`config.mk`:
```
export PLATFORM = sky130hd
export DESIGN_NAME = axil_led_bram_slave_flat
export DESIGN_NICKNAME = d
export VERILOG_FILES = /design/src/rtl/axil_led_bram_slave_if.sv /design/src/rtl/axil_led_bram_slave.sv /design/src/flat_wrapper.sv
export SDC_FILE = /design/constraint.sdc
export NUM_CORES = 1
export LEC_CHECK = 0
export ABC_AREA = 1
export CAP_MARGIN = 25
export CORE_UTILIZATION = 50
export CTS_CLUSTER_DIAMETER = 30
export DETAILED_ROUTE_END_ITERATION = 7
export HOLD_SLACK_MARGIN = 0.15
export PLACE_DENSITY = 0.76
export SLEW_MARGIN = 5
export SYNTH_ARGS = -nofsm -noshare
export SYNTH_HDL_FRONTEND = slang
export SYNTH_SLANG_ARGS = --single-unit
```
`constraint.sdc`:
```
create_clock -name ACLK -period 5.4 [get_ports ACLK]
set_input_delay 1.08 -clock ACLK [delete_from_list [all_inputs] [get_ports ACLK]]
set_output_delay 1.08 -clock ACLK [all_outputs]
set_load 0.005 [all_outputs]
```
`src/rtl/axil_led_bram_slave_if.sv`:
```
// AXI4-Lite slave-side channel bundle for axil_led_bram_slave.
// Member names carry the s_axi_ prefix so they read the same as the host-side port list.
interface axil_led_bram_slave_if #(
    parameter int ADDR_W = 12
);
    logic [ADDR_W-1:0] s_axi_awaddr;
    logic              s_axi_awvalid;
    logic              s_axi_awready;
    logic [31:0]       s_axi_wdata;
    logic [3:0]        s_axi_wstrb;
    logic              s_axi_wvalid;
    logic              s_axi_wready;
    logic [1:0]        s_axi_bresp;
    logic              s_axi_bvalid;
    logic              s_axi_bready;
    logic [ADDR_W-1:0] s_axi_araddr;
    logic              s_axi_arvalid;
    logic              s_axi_arready;
    logic [31:0]       s_axi_rdata;
    logic [1:0]        s_axi_rresp;
    logic              s_axi_rvalid;
    logic              s_axi_rready;

    modport slave (
        input  s_axi_awaddr, s_axi_awvalid, s_axi_wdata, s_axi_wstrb, s_axi_wvalid,
        input  s_axi_bready, s_axi_araddr, s_axi_arvalid, s_axi_rready,
        output s_axi_awready, s_axi_wready, s_axi_bresp, s_axi_bvalid,
        output s_axi_arready, s_axi_rdata, s_axi_rresp, s_axi_rvalid
    );

    modport master (
        output s_axi_awaddr, s_axi_awvalid, s_axi_wdata, s_axi_wstrb, s_axi_wvalid,
        output s_axi_bready, s_axi_araddr, s_axi_arvalid, s_axi_rready,
        input  s_axi_awready, s_axi_wready, s_axi_bresp, s_axi_bvalid,
        input  s_axi_arready, s_axi_rdata, s_axi_rresp, s_axi_rvalid
    );
endinterface

```
`src/rtl/axil_led_bram_slave.sv`:
```
// AXI4-Lite register file (LED, SCRATCH, ID, WRCNT) driving the 8-bit LED bus; AXIL_LED_BLINK_EN adds BLINK at 0x010.
// Latency: B on the edge both AW and W are held; R one cycle after the AR handshake.
// Backpressure: AW/W stall while a B is pending; AR stalls while an R is pending.
module axil_led_bram_slave #(
    parameter int          ADDR_W   = 12,
    parameter logic [31:0] ID_VALUE = 32'hA0C0_0001,
    parameter logic [7:0]  LED_RST  = 8'h00
) (
    input  logic                  ACLK,
    input  logic                  ARESET,
    axil_led_bram_slave_if.slave  s_axi,
    output logic [7:0]            led_8bits_tri_o
);
    localparam int WI_W = ADDR_W - 2;
    localparam logic [WI_W-1:0] WI_LED = WI_W'(0);
    localparam logic [WI_W-1:0] WI_SCR = WI_W'(1);
    localparam logic [WI_W-1:0] WI_ID  = WI_W'(2);
    localparam logic [WI_W-1:0] WI_CNT = WI_W'(3);
`ifdef AXIL_LED_BLINK_EN
    localparam logic [WI_W-1:0] WI_BLK = WI_W'(4);
`endif

    typedef enum logic {R_IDLE, R_DATA} rstate_t;

    logic            rdy_en_q,   rdy_en_d;
    logic            aw_held_q,  aw_held_d;
    logic [WI_W-1:0] awidx_q,    awidx_d;
    logic            w_held_q,   w_held_d;
    logic [31:0]     wdata_q,    wdata_d;
    logic [3:0]      wstrb_q,    wstrb_d;
    logic            bvalid_q,   bvalid_d;
    logic [1:0]      bresp_q,    bresp_d;
    logic [7:0]      led_q,      led_d;
    logic [31:0]     scratch_q,  scratch_d;
    logic [31:0]     wrcnt_q,    wrcnt_d;
`ifdef AXIL_LED_BLINK_EN
    logic [31:0]     blink_q,    blink_d;
    logic [23:0]     bcnt_q,     bcnt_d;
    logic            phase_q,    phase_d;
`endif

    rstate_t         rstate_q;
    logic            rvalid_q;
    logic [31:0]     rdata_q;
    logic [1:0]      rresp_q;

    logic            aw_hs, w_hs, ar_hs, commit, wr_ok;
    logic [WI_W-1:0] wr_idx, rd_idx;
    logic [31:0]     wr_data, rd_dat;
    logic [3:0]      wr_strb;
    logic            rd_err;
    logic            unused_addr_lsb;

    assign unused_addr_lsb = ^{s_axi.s_axi_awaddr[1:0], s_axi.s_axi_araddr[1:0]};

    // Readies stay low through reset and rise one cycle after release.
    assign s_axi.s_axi_awready = rdy_en_q && !aw_held_q && !bvalid_q;
    assign s_axi.s_axi_wready  = rdy_en_q && !w_held_q  && !bvalid_q;
    assign s_axi.s_axi_arready = rdy_en_q && (rstate_q == R_IDLE);
    assign s_axi.s_axi_bvalid  = bvalid_q;
    assign s_axi.s_axi_bresp   = bresp_q;
    assign s_axi.s_axi_rvalid  = rvalid_q;
    assign s_axi.s_axi_rdata   = rdata_q;
    assign s_axi.s_axi_rresp   = rresp_q;

    assign aw_hs = s_axi.s_axi_awvalid && s_axi.s_axi_awready;
    assign w_hs  = s_axi.s_axi_wvalid  && s_axi.s_axi_wready;
    assign ar_hs = s_axi.s_axi_arvalid && s_axi.s_axi_arready;

    always_comb begin
        wr_idx  = aw_held_q ? awidx_q : s_axi.s_axi_awaddr[ADDR_W-1:2];
        wr_data = w_held_q  ? wdata_q : s_axi.s_axi_wdata;
        wr_strb = w_held_q  ? wstrb_q : s_axi.s_axi_wstrb;
        commit  = (aw_held_q || aw_hs) && (w_held_q || w_hs) && !bvalid_q;
        wr_ok   = (wr_idx == WI_LED) || (wr_idx == WI_SCR)
`ifdef AXIL_LED_BLINK_EN
                  || (wr_idx == WI_BLK)
`endif
                  ;

        rdy_en_d  = 1'b1;
        aw_held_d = aw_held_q;
        awidx_d   = awidx_q;
        w_held_d  = w_held_q;
        wdata_d   = wdata_q;
        wstrb_d   = wstrb_q;
        bvalid_d  = bvalid_q;
        bresp_d   = bresp_q;
        led_d     = led_q;
        scratch_d = scratch_q;
        wrcnt_d   = wrcnt_q;
`ifdef AXIL_LED_BLINK_EN
        blink_d   = blink_q;
`endif

        if (aw_hs) begin
            aw_held_d = 1'b1;
            awidx_d   = s_axi.s_axi_awaddr[ADDR_W-1:2];
        end
        if (w_hs) begin
            w_held_d = 1'b1;
            wdata_d  = s_axi.s_axi_wdata;
            wstrb_d  = s_axi.s_axi_wstrb;
        end

        if (commit) begin
            aw_held_d = 1'b0;
            w_held_d  = 1'b0;
            bvalid_d  = 1'b1;
            bresp_d   = wr_ok ? 2'b00 : 2'b10;
            if (wr_ok) begin
                wrcnt_d = wrcnt_q + 32'd1;
            end
            if (wr_idx == WI_LED && wr_strb[0]) begin
                led_d = wr_data[7:0];
            end
            for (int i = 0; i < 4; i++) begin
                if (wr_idx == WI_SCR && wr_strb[i]) begin
                    scratch_d[8*i +: 8] = wr_data[8*i +: 8];
                end
`ifdef AXIL_LED_BLINK_EN
                if (wr_idx == WI_BLK && wr_strb[i]) begin
                    blink_d[8*i +: 8] = wr_data[8*i +: 8];
                end
`endif
            end
        end else if (bvalid_q && s_axi.s_axi_bready) begin
            bvalid_d = 1'b0;
        end
    end

`ifdef AXIL_LED_BLINK_EN
    // Period 0 parks the phase low so the LEDs show the raw register.
    always_comb begin
        bcnt_d  = 24'd0;
        phase_d = 1'b0;
        if (blink_q[31:8] != 24'd0) begin
            if (bcnt_q == blink_q[31:8]) begin
                bcnt_d  = 24'd0;
                phase_d = !phase_q;
            end else begin
                bcnt_d  = bcnt_q + 24'd1;
                phase_d = phase_q;
            end
        end
    end

    assign led_8bits_tri_o = led_q ^ (blink_q[7:0] & {8{phase_q}});
`else
    assign led_8bits_tri_o = led_q;
`endif

    // Read mux sees pre-commit register values, so a same-edge write is not visible.
    always_comb begin
        rd_idx = s_axi.s_axi_araddr[ADDR_W-1:2];
        rd_dat = 32'd0;
        rd_err = 1'b0;
        case (rd_idx)
            WI_LED:  rd_dat = {24'd0, led_q};
            WI_SCR:  rd_dat = scratch_q;
            WI_ID:   rd_dat = ID_VALUE;
            WI_CNT:  rd_dat = wrcnt_q;
`ifdef AXIL_LED_BLINK_EN
            WI_BLK:  rd_dat = blink_q;
`endif
            default: rd_err = 1'b1;
        endcase
    end

    always_ff @(posedge ACLK or posedge ARESET) begin
        if (ARESET) begin
            rdy_en_q  <= 1'b0;
            aw_held_q <= 1'b0;
            awidx_q   <= '0;
            w_held_q  <= 1'b0;
            wdata_q   <= 32'd0;
            wstrb_q   <= 4'd0;
            bvalid_q  <= 1'b0;
            bresp_q   <= 2'b00;
            led_q     <= LED_RST;
            scratch_q <= 32'd0;
            wrcnt_q   <= 32'd0;
`ifdef AXIL_LED_BLINK_EN
            blink_q   <= 32'd0;
            bcnt_q    <= 24'd0;
            phase_q   <= 1'b0;
`endif
        end else begin
            rdy_en_q  <= rdy_en_d;
            aw_held_q <= aw_held_d;
            awidx_q   <= awidx_d;
            w_held_q  <= w_held_d;
            wdata_q   <= wdata_d;
            wstrb_q   <= wstrb_d;
            bvalid_q  <= bvalid_d;
            bresp_q   <= bresp_d;
            led_q     <= led_d;
            scratch_q <= scratch_d;
            wrcnt_q   <= wrcnt_d;
`ifdef AXIL_LED_BLINK_EN
            blink_q   <= blink_d;
            bcnt_q    <= bcnt_d;
            phase_q   <= phase_d;
`endif
        end
    end

    always_ff @(posedge ACLK or posedge ARESET) begin
        if (ARESET) begin
            rstate_q <= R_IDLE;
            rvalid_q <= 1'b0;
            rdata_q  <= 32'd0;
            rresp_q  <= 2'b00;
        end else begin
            case (rstate_q)
                R_IDLE: begin
                    if (ar_hs) begin
                        rstate_q <= R_DATA;
                        rvalid_q <= 1'b1;
                        rdata_q  <= rd_dat;
                        rresp_q  <= rd_err ? 2'b10 : 2'b00;
                    end
                end
                R_DATA: begin
                    if (s_axi.s_axi_rready) begin
                        rstate_q <= R_IDLE;
                        rvalid_q <= 1'b0;
                    end
                end
                default: rstate_q <= R_IDLE;
            endcase
        end
    end
endmodule

```
`src/flat_wrapper.sv`:
```
// flat-port wrapper written by rule: the top's interface ports become plain ports
module axil_led_bram_slave_flat 
#(
    parameter int          ADDR_W   = 12,
    parameter logic [31:0] ID_VALUE = 32'hA0C0_0001,
    parameter logic [7:0]  LED_RST  = 8'h00
)
  (ACLK, ARESET, led_8bits_tri_o, s_axi_s_axi_awaddr, s_axi_s_axi_awvalid, s_axi_s_axi_wdata, s_axi_s_axi_wstrb, s_axi_s_axi_wvalid, s_axi_s_axi_bready, s_axi_s_axi_araddr, s_axi_s_axi_arvalid, s_axi_s_axi_rready, s_axi_s_axi_awready, s_axi_s_axi_wready, s_axi_s_axi_bresp, s_axi_s_axi_bvalid, s_axi_s_axi_arready, s_axi_s_axi_rdata, s_axi_s_axi_rresp, s_axi_s_axi_rvalid);
  axil_led_bram_slave_if #(.ADDR_W(ADDR_W)) s_axi_i ();
  input  logic ACLK;
  input  logic ARESET;
  output logic [7:0] led_8bits_tri_o;
  input wire logic [$bits(s_axi_i.s_axi_awaddr)-1:0] s_axi_s_axi_awaddr;
  input wire logic [$bits(s_axi_i.s_axi_awvalid)-1:0] s_axi_s_axi_awvalid;
  input wire logic [$bits(s_axi_i.s_axi_wdata)-1:0] s_axi_s_axi_wdata;
  input wire logic [$bits(s_axi_i.s_axi_wstrb)-1:0] s_axi_s_axi_wstrb;
  input wire logic [$bits(s_axi_i.s_axi_wvalid)-1:0] s_axi_s_axi_wvalid;
  input wire logic [$bits(s_axi_i.s_axi_bready)-1:0] s_axi_s_axi_bready;
  input wire logic [$bits(s_axi_i.s_axi_araddr)-1:0] s_axi_s_axi_araddr;
  input wire logic [$bits(s_axi_i.s_axi_arvalid)-1:0] s_axi_s_axi_arvalid;
  input wire logic [$bits(s_axi_i.s_axi_rready)-1:0] s_axi_s_axi_rready;
  output wire logic [$bits(s_axi_i.s_axi_awready)-1:0] s_axi_s_axi_awready;
  output wire logic [$bits(s_axi_i.s_axi_wready)-1:0] s_axi_s_axi_wready;
  output wire logic [$bits(s_axi_i.s_axi_bresp)-1:0] s_axi_s_axi_bresp;
  output wire logic [$bits(s_axi_i.s_axi_bvalid)-1:0] s_axi_s_axi_bvalid;
  output wire logic [$bits(s_axi_i.s_axi_arready)-1:0] s_axi_s_axi_arready;
  output wire logic [$bits(s_axi_i.s_axi_rdata)-1:0] s_axi_s_axi_rdata;
  output wire logic [$bits(s_axi_i.s_axi_rresp)-1:0] s_axi_s_axi_rresp;
  output wire logic [$bits(s_axi_i.s_axi_rvalid)-1:0] s_axi_s_axi_rvalid;
  assign s_axi_i.s_axi_awaddr = s_axi_s_axi_awaddr;
  assign s_axi_i.s_axi_awvalid = s_axi_s_axi_awvalid;
  assign s_axi_i.s_axi_wdata = s_axi_s_axi_wdata;
  assign s_axi_i.s_axi_wstrb = s_axi_s_axi_wstrb;
  assign s_axi_i.s_axi_wvalid = s_axi_s_axi_wvalid;
  assign s_axi_i.s_axi_bready = s_axi_s_axi_bready;
  assign s_axi_i.s_axi_araddr = s_axi_s_axi_araddr;
  assign s_axi_i.s_axi_arvalid = s_axi_s_axi_arvalid;
  assign s_axi_i.s_axi_rready = s_axi_s_axi_rready;
  assign s_axi_s_axi_awready = s_axi_i.s_axi_awready;
  assign s_axi_s_axi_wready = s_axi_i.s_axi_wready;
  assign s_axi_s_axi_bresp = s_axi_i.s_axi_bresp;
  assign s_axi_s_axi_bvalid = s_axi_i.s_axi_bvalid;
  assign s_axi_s_axi_arready = s_axi_i.s_axi_arready;
  assign s_axi_s_axi_rdata = s_axi_i.s_axi_rdata;
  assign s_axi_s_axi_rresp = s_axi_i.s_axi_rresp;
  assign s_axi_s_axi_rvalid = s_axi_i.s_axi_rvalid;
  axil_led_bram_slave #(.ADDR_W(ADDR_W), .ID_VALUE(ID_VALUE), .LED_RST(LED_RST)) u_core (.ACLK(ACLK), .ARESET(ARESET), .s_axi(s_axi_i), .led_8bits_tri_o(led_8bits_tri_o));
endmodule
```
# == After elaboration in Yosys (flattened, before gate mapping) ==
# Index checks and enable logic that the tools add are counted.
# W data, S select, Z words.
# classes
add_sub_neg,1
eq_ne,6
mux,18
bitwise_logic,1
n_reduce_logical,36
# op_table
operator,n
$pmux W32 S4,1
$add A32 B1 Y32 const B,1
$mux W32,1
$eq A10 B1 Y1 const B,2
$eq A10 B2 Y1 const B,2
$logic_not A10 Y1,2
$logic_and A1 B1 Y1,16
$reduce_and A2 Y1,8
$mux W1,10
$mux W10,1
$reduce_bool A2 Y1,3
$mux W2,2
$mux W4,1
$pmux W1 S2,2
$reduce_or A4 Y1,1
$logic_not A1 Y1,3
$logic_or A1 B1 Y1,3
$ne A2 B1 Y1 const B,1
$ne A2 B2 Y1 const B,1
$not A1 Y1,1
# totals
register_bits,160
in_bits,67
output_inout_bits,49
word_cells,80

# == Longest topological paths before layout ==
# Gate-level depths: netlist (run 1).
# depth
ltp_word,8
mapped_depth,10
depth_no_buf,10

# == Worst setup path after synthesis (run 1) ==
# OpenSTA, ideal clock, no wires.
# synth_timing
path_kind,input -> register
start,input s_axi_s_axi_araddr[11]
end,"register u_core.rdata_q[16], in the netlist u_core.s_axi.s_axi_rdata[16]"
setup_ps,66
t_arrival_ps,2181
required_ps,5334
slack_ps,3154
stages,9
path_buffers,2
cell_sequence,or2_1 > nor2_2 > and3_1 > buf_4 > buf_4 > nand2_1 > nand2_1 > nand2_1 > nand2_1
# synth_between
elab_chain_len,2
word_cells_on_any_way,5
cone_classes,3 x eq/ne; 1 x mux; 1 x reduce/logical
# synth_rtl
element,line,rtl
"start, declared",flat_wrapper.sv:19,input wire logic [$bits(s_axi_i.s_axi_araddr)-1:0] s_axi_s_axi_araddr;
$eq A10 B2 Y1 (tied with other cells),axil_led_bram_slave.sv:158,case (rd_idx)
$pmux W32 S4 *,axil_led_bram_slave.sv:158,
"end signal, assigned",axil_led_bram_slave.sv:220,rdata_q <= rd_dat;
"end, declared",axil_led_bram_slave.sv:44,logic [31:0] rdata_q;
# Every way passes the cells marked *; elsewhere a longest branch is shown, timed or not.
# A chain may end at the register's enable or synchronous reset.

# == Worst setup path in the final report (run 1) ==
# layout_timing
start,input s_axi_s_axi_araddr[11]
end,"register u_core.rdata_q[30], in the netlist u_core.s_axi.s_axi_rdata[30]"
# Same word-level chain as after synthesis.

==> results_dict.tcl, run 1 <==
set metrics [dict create \
    slew_viol_final 0 \
    dieArea_um2 16600 \
    numCtsBuffers 17 \
    powerDensity_nw_per_um2 354 \
    avgRoutedWirePerCell_um 13.9 \
    ys_dominant_reg_cell "dfrtp_1" \
    yosysUniqueCellTypes 35 \
    dp_hpwl_mm 13.6 \
    root_buffer "clkbuf_16" \
    rows 46 \
    crit_type "in -> reg" \
    port_buffers 109 \
    path_clk_slew_ns 0.06 \
    grtUsageTotal 0.253 \
    drtIter0Drc 657 \
    initial_core_util 0.510 \
    leakagePower_nw 5.00 \
    area_delta_synth_final_pct 23.1 \
    ant_nets 0 \
    setup_viol 0 \
    avgSynthCellArea_um2 7.38 \
    placed_cell_area_um2 9240 \
    cp.required_ns 5.76 \
    clk_latency_ns 0.43 \
    worstMarginPinSlew_ns 1.02 \
    route.detailed.drc 0 \
    worstSetupEndpointType "flip-flop" \
    worstSetupStartpointType "primary input" \
    grt_pass1_wl_mm 32.5 \
    cts_tree "done" \
    fin_worst_skew_ns 0.0127 \
    grt_max_degree 111 \
    dr.pass1.iters 5 \
    grt_setup_unrepaired "no" \
    wl_mm 19.7 \
    synthCells 1090 \
    h-tree-depth 4 \
    gp_congestion 0.937 \
    antenna_found_initial 0 \
    ys_ff_latch 158 \
    hold_path.class "reg -> reg" \
    cp_max_fo 24 \
    yosysSeqAreaShare 0.491 \
    die_y_um 129 \
    hold_viol_final 0 \
    post_cts_buffers 0 \
    grt-ovfl-total 0 \
    cap_violations 0 \
    status "completed" \
    slew_headroom 0.312 \
    insertedDiodeCount 0 \
    layout_commonest_cell "nand2_1" \
    total_power_mw 3.50 \
    grt_pass1_vias 6639 \
    timing.setup.tns_ns 0 \
    num_io_pins 116 \
    cts_buffer_depth 2 \
    yosysWarnings 0 \
    final_nets 1255 \
    cp_data_arrival_time_ns 3.54 \
    ir_drop_mv 0.239 \
    fmax_mhz 315 \
    ctsResizeCount 0 \
    dieWidth_um 129 \
    synth_edf_count 0 \
    r2r_slack_ns 2.84 \
    syn_area_um2 8050 \
    core_area_um2 15800 \
    final_cell_area_um2 9910 \
    drive_above_1_share 0.0550 \
    cts.sinks 158 \
    hold_buffers 0 \
    vias 7200 \
    avgViaCountPerCell 5.08 \
    fin_crit_ns 3.17 \
    layout_common_cells "532 x nand2_1, 157 x dfrtp_1, 109 x clkdlybuf4s50_1" \
    period_share 0.588 \
    async_flop_share 1.00 \
]
-- final timing paths --
check	from	endpoint	cells after the start
min	u_core.s_axi.s_axi_rdata[30]$_DFFE_PP0P_	u_core.s_axi.s_axi_rdata[30]$_DFFE_PP0P_	2
max in group asynchronous	ARESET	u_core.w_held_q$_DFFE_PP0P_	4
min reg2reg	u_core.s_axi.s_axi_rdata[30]$_DFFE_PP0P_	u_core.s_axi.s_axi_rdata[30]$_DFFE_PP0P_	2
max reg2reg	u_core.rdy_en_q$_DFF_PP0_	u_core.s_axi.s_axi_rdata[31]$_DFFE_PP0P_	6
max	s_axi_s_axi_araddr[11]	u_core.s_axi.s_axi_rdata[30]$_DFFE_PP0P_	8
min in group asynchronous	ARESET	u_core.wrcnt_q[4]$_DFFE_PP0P_	2
-- sequential cells by signal, summed over array words and instances (netlist names) --
register and cells:
u_core.aw_held_q 1, u_core.awidx_q 10, u_core.led_8bits_tri_o 8, u_core.rdy_en_q 1
u_core.rstate_q 1, u_core.s_axi.s_axi_bresp 1, u_core.s_axi.s_axi_bvalid 1, u_core.s_axi.s_axi_rdata 32
u_core.s_axi.s_axi_rresp 1, u_core.s_axi.s_axi_rvalid 1, u_core.scratch_q 32, u_core.w_held_q 1
u_core.wdata_q 32, u_core.wrcnt_q 32, u_core.wstrb_q 4
-- metal layers --
metal	wire [µm]	up-vias	global-route usage	share of wire
li1	-	3611	-	-
met1	9020	3354	0.354	0.46
met2	9290	209	0.394	0.47
met3	967	26	0.0416	0.049
met4	380	0	0.0983	0.019
met5	0	-	0	0
-- kinds of logic (layout without fill, tap and decap cells) --
group	after synthesis	in the layout	synth area share
fa+ha+maj	1	1	0.00155
simple gates	709	709	0.362
mux	6	6	0.00840
other cells	2	3	0.000933
flops	158	158	0.491
xor+xnor	15	15	0.0163
buf+inv	106	215	0.0583
compound gates	93	93	0.0614
-- Yosys cell counts (4+ instances only) --
master | count | area share
o211ai_1 | 5 | 0.0047
buf_2 | 9 | 0.0056
nand3b_1 | 14 | 0.013
clkbuf_1 | 19 | 0.0089
mux2_2 | 6 | 0.0084
nand4_1 | 6 | 0.0047
nand3_1 | 68 | 0.042
o21ai_1 | 5 | 0.0031
o21ai_0 | 74 | 0.046
nor2_1 | 65 | 0.030
nor3_1 | 4 | 0.0025
buf_4 | 10 | 0.0093
nand2_1 | 533 | 0.25
a21oi_1 | 5 | 0.0031
xnor2_1 | 5 | 0.0054
xor2_1 | 10 | 0.011
dfrtp_1 | 158 | 0.49
inv_1 | 61 | 0.028
nor2_4 | 4 | 0.0056
-- critical path: stages --
cell and delay [ns]:
clkdlybuf4s50_1 0.40, or2_1 0.30, nor2_2 0.47, and3_1 0.77
nand2_1 0.24, nand2_1 0.13, nand2_1 0.05, nand2_1 0.08
-- area by class of cell --
cell class / instances / area [µm²]
inverters: 65 / 249
repair buffers: 118 / 1200
multi-input cells: 827 / 3630
clock buffers: 23 / 468
fillers: 1423 / 5860
clock inverters: 9 / 135
flip-flops and latches: 158 / 3960
well taps: 216 / 270
-- metrics by stage --
| step | hold WS, ns | utilization | std cells | setup WS, ns |
|---|---|---|---|---|
| global route | 0.497 | 0.628 | 1416 | 2.07 |
| floorplan | 0.445 | - | 1091 | 0.0568 |
| detailed placement | 0.464 | 0.586 | 1381 | 1.84 |
| finish | 0.475 | 0.628 | 1416 | 2.23 |
| global placement | 0.462 | 0.585 | 1380 | 1.91 |
| CTS | 0.481 | 0.624 | 1413 | 2.11 |
-- report_power, final --
part	switching, mW	internal (mW)
registers	0.141	1.41
clock network	0.475	0.753
logic	0.436	0.291
total	1.05	2.45
Note: power is estimated with default switching activity, not from simulation.
==> inputs of run 2 (changes only) <==
==> constraint.sdc (replaced) <==
create_clock -name ACLK -period 2.9 [get_ports ACLK]
set_input_delay 0.58 -clock ACLK [delete_from_list [all_inputs] [get_ports ACLK]]
set_output_delay 0.58 -clock ACLK [all_outputs]
set_load 0.005 [all_outputs]
==> results_dict.tcl, run 2 (synthesis gave the netlist of run 1 again) <==
set metrics [dict create \
    status "completed" \
    cp_data_arrival_time_ns 1.75 \
    worstSetupStartpointType "flip-flop" \
    grtUsageTotal 0.257 \
    reg2reg_from "u_core.w_held_q$_DFFE_PP0P_" \
    cp_max_fo 6 \
    crit-reg2reg-capture "u_core.scratch_q[16]$_DFFE_PP0P_" \
    grt_setup_unrepaired "no" \
    cts.sinks 158 \
    ir_drop_mv 0.433 \
    holdCritStartpoint "u_core.s_axi.s_axi_rdata[30]$_DFFE_PP0P_" \
    grt_pass1_wl_mm 33.4 \
    hold_path.class "reg -> reg" \
    power_switching_share 0.314 \
    fmax_mhz 429 \
    total_power_mw 6.37 \
    layout_commonest_cell "nand2_1" \
    drtIter0Drc 591 \
    gp_congestion 0.887 \
    period_share 0.803 \
    route.detailed.drc 0 \
    fin_worst_skew_ns 0.0106 \
    wl_mm 19.8 \
    avgViaCountPerCell 5.10 \
    port_buffers 109 \
    antenna_found_initial 0 \
    setup_viol 0 \
    initial_core_util 0.510 \
    crit_type "reg -> out" \
    pwr-share-clk 0.331 \
    dieArea_um2 16600 \
    worstSetupEndpointType "primary output" \
    worstMarginPinSlew_ns 0.654 \
    netSwitchingPower_mw 2.00 \
    root_buffer "clkbuf_16" \
    h-tree-depth 4 \
    slew_viol_final 0 \
    insertedDiodeCount 0 \
    vias 7294 \
    fin_crit_ns 2.33 \
    placed_cell_area_um2 9380 \
    dp_hpwl_mm 13.8 \
    dieWidth_um 129 \
    avgRoutedWirePerCell_um 13.8 \
    worstHoldPathCells 2 \
    path_clk_slew_ns 0.07 \
    ant_nets 0 \
    clk_latency_ns 0.43 \
    numCtsBuffers 17 \
    hold_end "u_core.s_axi.s_axi_rdata[30]$_DFFE_PP0P_" \
    post-route-util 0.630 \
    grt-ovfl-total 0 \
    cts_tree "done" \
    die_y_um 129 \
    drive_above_1_share 0.0651 \
    cap_violations 0 \
    layout_common_cells "532 x nand2_1, 157 x dfrtp_1, 109 x clkdlybuf4s50_1" \
    ctsResizeCount 0 \
    powerDensity_nw_per_um2 641 \
    r2r_slack_ns 0.77 \
    pwr-share-comb 0.213 \
    post_cts_buffers 0 \
    finalWorstSetupSlack_ns 0.571 \
    num_io_pins 116 \
    timing.setup.tns_ns 0 \
    cts_buffer_depth 2 \
    final_cell_area_um2 9930 \
    dr.pass1.iters 5 \
    final_nets 1268 \
    area_delta_synth_final_pct 23.4 \
    rr_worst_depth 7 \
    grt_pass1_vias 6792 \
    grt_max_degree 113 \
    power.internal_mw 4.37 \
    core_area_um2 15800 \
    cp.required_ns 2.32 \
    pre_cts_slack_ns 0.450 \
    slew_headroom 0.564 \
    rows 46 \
    p_seq_frac 0.456 \
    hold_buffers 0 \
    hold_viol_final 0 \
    leakagePower_nw 5.02 \
]
[run 2: worst max-delay path by stage]
stage                                                     start                                        to  cells past startpoint
after floorplan                                          ARESET              u_core.aw_held_q$_DFFE_PP0P_                      1
after global placement                    s_axi_s_axi_araddr[9]  u_core.s_axi.s_axi_rdata[12]$_DFFE_PP0P_                     10
after detailed placement                  s_axi_s_axi_araddr[5]  u_core.s_axi.s_axi_rdata[10]$_DFFE_PP0P_                     10
after CTS                 u_core.s_axi.s_axi_bvalid$_DFFE_PP0P_                        s_axi_s_axi_wready                      4
after global routing      u_core.s_axi.s_axi_bvalid$_DFFE_PP0P_                        s_axi_s_axi_wready                      4
final                     u_core.s_axi.s_axi_bvalid$_DFFE_PP0P_                        s_axi_s_axi_wready                      4
[run 2: layout make-up]
type                       count  area, µm²
sequential                   158       3960
inverter                      65        248
timing repair buffer         131       1280
clock buffer                  21        440
tap                          216        270
fill                        1407       5840
clock inverter                11        109
multi-input combinational    827       3630
[run 2: power by group through the flow]
| stage | clock network [mW] | logic (mW) | registers (mW) |
|---|---|---|---|
| finish | 2.11 | 1.35 | 2.90 |
| global route | 2.23 | 1.52 | 2.96 |
| CTS | 2.13 | 1.36 | 2.89 |
| detailed placement | 0 | 1.35 | 2.93 |
| global placement | 0 | 1.32 | 2.92 |
| floorplan | 0 | 0.934 | 2.85 |
[run 2: routing by layer]
layer	part of all wire	global-route usage
met1	0.46	0.361
met2	0.47	0.403
met3	0.050	0.0391
met4	0.020	0.0990
met5	0	0
[run 2: through the flow]
stage	cells	hold slack [ns]
floorplan	1091	0.445
global placement	1397	0.461
detailed placement	1397	0.464
CTS	1429	0.481
global route	1429	0.495
finish	1429	0.473
[run 2: worst max-delay path, cell delays in order, from the launching register on]
cell and delay (ns):
dfrtp_1 0.39, inv_2 0.11, nand2_1 0.10, nor2_1 0.18, clkdlybuf4s50_1 0.54
==> inputs of run 3 (changes only) <==
==> constraint.sdc (replaced) <==
create_clock -name ACLK -period 2.12 [get_ports ACLK]
set_input_delay 0.424 -clock ACLK [delete_from_list [all_inputs] [get_ports ACLK]]
set_output_delay 0.424 -clock ACLK [all_outputs]
set_load 0.005 [all_outputs]
==> results_dict.tcl, run 3 (synthesis gave the netlist of run 1 again) <==
set metrics [dict create \
    status "completed" \
    cts.sinks 158 \
    path_clk_slew_ns 0.07 \
    cp.required_ns 1.70 \
    avgRoutedWirePerCell_um 13.6 \
    post-route-util 0.641 \
    cp-startpoint "u_core.s_axi.s_axi_bvalid$_DFFE_PP0P_" \
    dp.cells 1404 \
    antenna_found_initial 0 \
    fin_worst_skew_ns 0.00613 \
    powerDensity_nw_per_um2 873 \
    numCtsBuffers 17 \
    grt_pass1_vias 6615 \
    gp_congestion 0.930 \
    multiInputGateArea_um2 3640 \
    area_delta_synth_final_pct 25.7 \
    ir_drop_mv 0.667 \
    seqCellArea_um2 3960 \
    final_nets 1276 \
    die_y_um 129 \
    cp_max_fo 3 \
    slew_headroom 0.616 \
    cts_tree "done" \
    dp_hpwl_mm 14.1 \
    cp_slowest_stage_delay_ns 0.52 \
    crit_type "reg -> out" \
    worstPathCellList "inv_2 > nand2_2 > nor2_2 > clkdlybuf4s50_1" \
    vias 7189 \
    grt-ovfl-total 0 \
    drtIter0Drc 544 \
    crit_cells 4 \
    ant_nets 0 \
    cp_top_family "buffers and inverters" \
    layout.cells.non_filler 1437 \
    grtUsageTotal 0.254 \
    reg2reg_from "u_core.wrcnt_q[0]$_DFFE_PP0P_" \
    route.detailed.drc 0 \
    layout_commonest_cell "nand2_1" \
    port_buffers 109 \
    dieWidth_um 129 \
    n_fill_cell 1406 \
    fmax_mhz 485 \
    cpMaxStageDelayCell "clkdlybuf4s50_1" \
    rr_worst_depth 8 \
    dr.pass1.iters 5 \
    avgViaCountPerCell 5.00 \
    period_share 0.972 \
    cp.buffers_inverters 2 \
    cap_violations 0 \
    grt_setup_unrepaired "no" \
    grt_pass1_wl_mm 32.9 \
    clk_latency_ns 0.42 \
    fin_crit_ns 2.06 \
    layout_common_cells "531 x nand2_1, 157 x dfrtp_1, 109 x clkdlybuf4s50_1" \
    holdCritStartpoint "u_core.s_axi.s_axi_rdata[7]$_DFFE_PP0P_" \
    whs_ns 0.475 \
    total_power_mw 8.83 \
    cts_buffer_depth 2 \
    grt_max_degree 79 \
    h-tree-depth 4 \
    setup_viol 0 \
    drive_above_1_share 0.0770 \
    worstHoldPathCells 2 \
    worstMarginPinSlew_ns 0.574 \
    root_buffer "clkbuf_16" \
    num_io_pins 116 \
    hold_path.class "reg -> reg" \
    hold_viol_final 0 \
    initial_core_util 0.510 \
    cp_data_arrival_time_ns 1.64 \
    rows 46 \
    dieArea_um2 16600 \
    worstSetupStartpointType "flip-flop" \
    leakagePower_nw 5.11 \
    insertedDiodeCount 0 \
    wl_mm 19.6 \
    core_area_um2 15800 \
    worstSetupEndpointType "primary output" \
    slew_viol_final 0 \
]
==> run 3: changes by cell type in the layout (fill, tap and decap cells not counted), moves of 2 or more <==
cell	change
nor2_1	-2
inv_8	+2
buf_12	+7
nor2_2	+2
clkinv_2	+2
clkbuf_1	-4
clkinvlp_4	-2
==> run 3: stage by stage <==
step	TNS (ns)	area, µm²	setup WS [ns]
after global routing	0	10100	0.00394
after floorplan	-48.17	8050	-0.305
final	0	10100	0.0602
after CTS	-0.0300	10100	-0.0154
after detailed placement	-0.138	9520	-0.0342
after global placement	0	9520	0.00445
==> run 3: final timing paths <==
path                       slack (ns)                                      end
max                              0.06                       s_axi_s_axi_wready
min                              0.47  u_core.s_axi.s_axi_rdata[7]$_DFFE_PP0P_
max reg2reg                      0.23           u_core.wrcnt_q[22]$_DFFE_PP0P_
min reg2reg                      0.47  u_core.s_axi.s_axi_rdata[7]$_DFFE_PP0P_
max in group asynchronous        1.25           u_core.wdata_q[17]$_DFFE_PP0P_
min in group asynchronous        0.48  u_core.s_axi.s_axi_rdata[5]$_DFFE_PP0P_
==> run 3: what timing repair did <==
item,CTS,global route
setup buffers,0,1
hold buffers,0,0
cloned,0,0
setup endpoints to repair,2,2
pin swaps,0,0
gates resized for setup,1,2
==> run 3: where the power goes <==
part / leakage [nW] / switching [mW] / internal, mW
clock network: 0.281 / 1.30 / 1.67
logic: 2.72 / 1.14 / 0.779
registers: 2.11 / 0.359 / 3.59
==> run 3: layer usage <==
metal,routed length [µm],track usage
met4,380,0.0893
met3,859,0.0441
met1,9120,0.359
met2,9210,0.396
met5,0,0
==> run 3: tightest hold or removal path: cells and delay by family, from the launching register on <==
kind	cells	cell delay, ns
flops	1	0.34
simple gates	2	0.10
==> run 3: final cells by class <==
class                   instances  area share
clock buffers                  18      0.0434
clock inverters                14      0.0134
inverters                      65      0.0245
multi-input cells             827       0.360
flip-flops and latches        158       0.391
well taps                     216      0.0267
repair buffers                139       0.141
